File: config.mk
export PLATFORM = sky130hd
export DESIGN_NAME = mux_nt1_stream
export DESIGN_NICKNAME = d
export VERILOG_FILES = /design/src/rtl/mux_nt1_stream.sv
export SDC_FILE = /design/constraint.sdc
export NUM_CORES = 1
export LEC_CHECK = 0
export CAP_MARGIN = 30
export CELL_PAD_IN_SITES_DETAIL_PLACEMENT = 0
export CELL_PAD_IN_SITES_GLOBAL_PLACEMENT = 2
export CORE_ASPECT_RATIO = 2
export CORE_MARGIN = 2
export CORE_UTILIZATION = 18
export CTS_CLUSTER_DIAMETER = 100
export DETAILED_ROUTE_END_ITERATION = 12
export GPL_TIMING_DRIVEN = 0
export PLACE_DENSITY_LB_ADDON = 0.1
export SLEW_MARGIN = 20
export SYNTH_ARGS = -nofsm -noshare
export SYNTH_HDL_FRONTEND = slang
export SYNTH_SLANG_ARGS = --single-unit
export TNS_END_PERCENT = 5
File: constraint.sdc
create_clock -name clk -period 1.8 [get_ports clk]
set_input_delay 0.27 -clock clk [delete_from_list [all_inputs] [get_ports clk]]
set_output_delay 0.27 -clock clk [all_outputs]
set_load 0.02 [all_outputs]
File: src/rtl/mux_nt1_stream.sv
`default_nettype none
// +--------------------------------------------------------------------------+
// | Module      : mux_nt1_stream                                             |
// | Description : N-to-1 valid/ready stream multiplexer with a one-beat      |
// |               registered output stage. The channel to accept is chosen   |
// |               either by an external select (MODE 0) or by a round-robin  |
// |               arbiter over the valid channels (MODE 1).                  |
// | Ports       : clk       - single clock, rising edge                      |
// |               rst_n     - synchronous active-low reset                   |
// |               in_data   - N*WIDTH packed channel data, ch i at           |
// |                           [i*WIDTH +: WIDTH]                             |
// |               in_valid  - per-channel valid                              |
// |               in_ready  - per-channel ready (at most one bit high)       |
// |               sel       - channel select, MODE 0 only                    |
// |               out_data  - registered data of the held beat               |
// |               out_valid - output register holds a beat                   |
// |               out_ready - downstream accept                              |
// |               out_chan  - source channel of the held beat                |
// | Revision    : 1.0 - initial release                                      |
// +--------------------------------------------------------------------------+
module mux_nt1_stream #(
   parameter int WIDTH = 8,
   parameter int N     = 4,
   parameter int MODE  = 0,
   localparam int SELW = (N > 2) ? $clog2(N) : 1
) (
   input  logic                 clk,
   input  logic                 rst_n,
   input  logic [N*WIDTH-1:0]   in_data,
   input  logic [N-1:0]         in_valid,
   output logic [N-1:0]         in_ready,
   input  logic [SELW-1:0]      sel,
   output logic [WIDTH-1:0]     out_data,
   output logic                 out_valid,
   input  logic                 out_ready,
   output logic [SELW-1:0]      out_chan
);

   localparam logic [SELW-1:0] c_last_chan = SELW'(N - 1);

   // output register and round-robin pointer
   logic [WIDTH-1:0] out_data_q,  out_data_d;
   logic [SELW-1:0]  out_chan_q,  out_chan_d;
   logic             out_valid_q, out_valid_d;
   logic [SELW-1:0]  ptr_q,       ptr_d;

   logic             w_can_accept;
   logic             w_grant_ok;
   logic [SELW-1:0]  w_grant;
   logic [N-1:0]     w_in_ready;
   logic             w_xfer_in;
   logic [WIDTH-1:0] w_grant_data;

   // Reset is folded in here so no input handshake can complete while
   // rst_n is low.
   assign w_can_accept = rst_n && (!out_valid_q || out_ready);

   generate
      if (MODE == 0) begin : g_ext_sel
         // Out-of-range selects match no channel, so nothing is granted.
         always_comb begin
            w_grant    = sel;
            w_grant_ok = 1'b0;
            for (int i = 0; i < N; i++) begin
               if (sel == i[SELW-1:0]) begin
                  w_grant_ok = 1'b1;
               end
            end
         end
      end else begin : g_round_robin
         logic w_unused_sel;
         assign w_unused_sel = ^sel;

         // First valid channel scanning ptr, ptr+1, ... modulo N.
         always_comb begin
            int idx;
            w_grant    = '0;
            w_grant_ok = 1'b0;
            idx        = 0;
            for (int k = 0; k < N; k++) begin
               idx = int'(ptr_q) + k;
               if (idx >= N) begin
                  idx = idx - N;
               end
               if (!w_grant_ok && in_valid[idx]) begin
                  w_grant    = idx[SELW-1:0];
                  w_grant_ok = 1'b1;
               end
            end
         end
      end
   endgenerate

   // One-hot ready on the granted channel; in MODE 0 this is independent
   // of that channel's valid.
   always_comb begin
      w_in_ready = '0;
      for (int i = 0; i < N; i++) begin
         w_in_ready[i] = w_can_accept && w_grant_ok && (w_grant == i[SELW-1:0]);
      end
   end

   assign in_ready  = w_in_ready;
   assign w_xfer_in = |(in_valid & w_in_ready);

   always_comb begin
      w_grant_data = '0;
      for (int i = 0; i < N; i++) begin
         if (w_grant == i[SELW-1:0]) begin
            w_grant_data = in_data[i*WIDTH +: WIDTH];
         end
      end
   end

   // A load takes priority over a drain, so a simultaneous drain and load
   // simply replaces the register contents with out_valid staying high.
   always_comb begin
      out_data_d  = out_data_q;
      out_chan_d  = out_chan_q;
      out_valid_d = out_valid_q;
      ptr_d       = ptr_q;
      if (w_xfer_in) begin
         out_data_d  = w_grant_data;
         out_chan_d  = w_grant;
         out_valid_d = 1'b1;
         if (MODE == 1) begin
            ptr_d = (w_grant == c_last_chan) ? '0 : w_grant + SELW'(1);
         end
      end else if (out_valid_q && out_ready) begin
         out_valid_d = 1'b0;
      end
   end

   always_ff @(posedge clk) begin
      if (!rst_n) begin
         out_data_q  <= '0;
         out_chan_q  <= '0;
         out_valid_q <= 1'b0;
         ptr_q       <= '0;
      end else begin
         out_data_q  <= out_data_d;
         out_chan_q  <= out_chan_d;
         out_valid_q <= out_valid_d;
         ptr_q       <= ptr_d;
      end
   end

   assign out_data  = out_data_q;
   assign out_chan  = out_chan_q;
   assign out_valid = out_valid_q;

endmodule
`default_nettype wire

==> results.py <==
metrics = {
    "outcome": {
        "outcome": "completed",
    },
    "power": {
        "p_comb_frac": 0.339,
        "vdd_ir_drop_max_mv": 0.248,
        "p_seq_frac": 0.343,
        "switching_share": 0.250,
        "netSwitchingPower_w": 0.000197,
        "p_per_area_mw_per_mm2": 567,
        "total_leakage_power_nw": 0.568,
        "pwr-share-clk": 0.318,
        "cellInternalPower_w": 0.000590,
        "power.total_w": 0.000787,
    },
    "worst_setup_path": {
        "reg2regPathDepth": 5,
        "critPathRequiredTime_ns": 1.53,
        "reg2reg_setup_slack_ns": 0.50,
        "setup.worst_path.class": "input pin to output port",
        "worst_path_max_delay_cell": "clkdlybuf4s50_1",
        "critPathLaunch": "out_ready",
        "critical_path_arrival_ns": 1.47,
        "timing.critical_path.slowest_cell_delay_ns": 0.45,
        "cp_cell_sequence": "clkdlybuf4s50_1, or2b_2, nand2_1, nor3b_1, clkdlybuf4s15_2",
        "capture_point_of_the_worst_reg_to_reg_path": "out_data[1]",
        "regToRegStartpoint": "out_valid",
        "crit_path_end_kind": "output port",
        "cp-endpoint": "in_ready[2]",
        "maximum_fanout_along_the_worst_path": 5,
        "critical_path.startpoint_type": "input pin",
    },
    "die": {
        "start_util": 0.185,
        "die_w_um": 49.3,
        "die_h_um": 94.6,
        "num_io_pins": 56,
        "die-area_mm2": 0.00467,
        "design.core.area_mm2": 0.00401,
        "placement_rows": 33,
    },
    "detailed_routing": {
        "drcViolationCount": 0,
        "dr_total_vias": 717,
        "wirelength_per_cell_um": 12.9,
        "drt-initial-drc-count": 2,
        "detail_route.wirelength_um": 2170,
        "first_pass_detailed_route_iteration_total": 2,
        "via_per_inst": 4.27,
        "post_drt_antenna_nets": 0,
    },
    "synth": {
        "post-synth-top-count-cell": "dfxtp_1",
        "syn_nets": 99,
        "combinational_family_with_the_most_area_after_synthesis": "multiplexers",
        "seq_area_frac_synth": 0.298,
        "ys.flop_type": "dfxtp_1",
        "synth-simple-area-share": 0.154,
        "synth_top_cells_by_count": "11 x dfxtp_1, 10 x mux2i_1, 9 x nor2b_1",
        "postSynth.asyncResetShare": 0,
        "ys_seq_elements": 11,
        "synth_edf_count": 0,
        "synthesis.area_um2": 739,
        "post_synth_xor_area_fraction": 0,
        "post_synth_inst_count": 58,
        "synthDistinctLibCells": 19,
        "avg_inst_size_synth_um2": 12.7,
        "synth-compound-area-share": 0.0338,
        "yosys_warnings": 0,
        "synth_fa_ha_area_frac": 0,
        "yosysTopAreaCellShare": 0.298,
        "synth.top_cells.by_area": "dfxtp_1 30%, mux4_1 18%, mux2i_1 14%",
        "synth_top_cell_by_area": "dfxtp_1",
        "synth_mux_area_frac": 0.450,
    },
    "global_routing": {
        "met2_usage": 0.204,
        "peak_usage_layer_in_the_global_routing_report": "met2",
        "met1_usage": 0.104,
        "first_global_vias": 843,
        "grt_pass1_wl_um": 3730,
        "globalRouteMet3Util": 0.0269,
        "grt_start_max_net_pins": 11,
        "grt_remaining_overflow": 0,
        "antenna_found_initial": 0,
        "gr-usage-all-layers": 0.105,
    },
    "timing": {
        "maxSlewViolCount": 0,
        "finalWorstPathRequiredPeriod_ns": 1.74,
        "final-setup-viol-count": 0,
        "maxClockFrequency_mhz": 575,
        "post-route-period-util": 0.966,
        "fin_clk_skew_ns": 0.00116,
        "worst_pin_slew_ns": 0.385,
        "report.final.hold_viol_count": 0,
        "rsz0062_at_grt": "false",
        "timing.slew.headroom": 0.744,
        "hold_ws_ns": 0.403,
    },
    "cells_and_area": {
        "number_of_nets_in_the_layout": 158,
        "syn2layout_area_growth_pct": 87.6,
        "n_fill_cell": 436,
        "n_antenna_cell": 0,
        "finalCoreUtilization": 0.346,
        "drive_gt1_frac": 0.155,
    },
    "clocking": {
        "clock_tree.root_cell": "clkbuf_8",
        "clock_latency_ns": 0.24,
        "clk_path_buf_depth": 2,
        "clock-sinks": 11,
        "post-cts-setup-buffers": 0,
        "clock_tree_from_tritoncts": "done",
        "cts.reportedPaths.clkPinSlew_ns": 0.05,
        "cts_inserted_buffers": 3,
        "cts_hold_buffers": 0,
        "htree_levels": 1,
    },
    "placement": {
        "hpwl_um": 1820,
        "place.gp.congestion": 0.657,
        "io_buffers": 54,
    },
    "job": {
        "timing.max_cap.violations": 0,
    },
    "hold_path": {
        "worstHoldPathType": "input pin to flop",
    },
}
flip-flops by register name (all words and copies together), names as in the netlist:
register,cells
out_chan,2
out_data,8
out_valid,1
repair_timing:
action                     in CTS  in global routing
setup endpoints to repair       5                  4
pin swaps                       0                  0
resized for setup              13                  7
layer usage:
metal / share of wire / vias to the layer above
li1: - / 341
met1: 0.35 / 334
met2: 0.57 / 40
met3: 0.075 / 2
met4: 0.0055 / 0
met5: 0 / -
per-stage QoR:
stage                     cell area [um^2]  TNS, ns  worst slack, ns  cells
final                                 1390        0           0.0607    168
after global routing                  1390        0          0.00340    168
after CTS                             1400        0          0.00538    168
after detailed placement              1350    -3.69           -0.690    164
after global placement                1350    -3.16           -0.638    164
after floorplan                        739        0            0.331     58
worst min-delay path by stage:
stage | from | depth (start not counted) | to
after global routing | rst_n | 2 | out_valid
after floorplan | rst_n | 1 | out_valid
after CTS | out_chan[1] | 2 | out_chan[1]
final | rst_n | 2 | out_valid
after global placement | out_chan[1] | 2 | out_chan[1]
after detailed placement | out_chan[1] | 2 | out_chan[1]
power groups by stage:
stage	clock, W	sequential, W	combinational [W]
6_report	0.000250	0.000270	0.000267
5_1_grt	0.000278	0.000272	0.000289
4_1_cts	0.000266	0.000270	0.000274
3_5_place_dp	0	0.000275	0.000274
3_3_place_gp	0	0.000274	0.000271
2_1_floorplan	0	0.000296	0.000106
cell usage in the layout (no fill, tap or decap), drive strengths merged:
| master | Yosys | layout |
|---|---|---|
| a21boi | 2 | 2 |
| o21ai | 2 | 2 |
| nand2 | 1 | 1 |
| and4 | 1 | 1 |
| mux2i | 10 | 10 |
| nand3 | 1 | 1 |
| mux4 | 9 | 9 |
| nor3b | 2 | 2 |
| clkdlybuf4s15 | 0 | 1 |
| dlygate4sd2 | 0 | 1 |
| and3 | 1 | 1 |
| dfxtp | 11 | 11 |
| inv | 1 | 1 |
| nor2b | 9 | 9 |
| nor3 | 1 | 1 |
| buf | 2 | 2 |
| mux2 | 1 | 1 |
| clkdlybuf4s50 | 0 | 48 |
| clkbuf | 3 | 10 |
| or2b | 1 | 1 |
| dlymetal6s2s | 0 | 1 |
layout make-up:
type                            count  area (um^2)  share of cell area
Inverter                            1         3.75             0.00271
Timing Repair Buffer               54          528               0.381
Multi-Input combinational cell     41          472               0.340
Buffer                              5         53.8              0.0388
Tap cell                           52         65.1              0.0469
Clock buffer                        4         45.0              0.0325
Sequential cell                    11          220               0.159
critical path: cells and delay by family:
kind                   cells  cell delay, ns
buffers and inverters      2            0.74
and+or+nand+nor            3            0.45
kinds of logic after synthesis:
group | count (synthesis)
flops | 11
mux | 20
compound gates | 4
buf+inv | 6
simple gates | 17
Power figures use the tool's default switching activity.
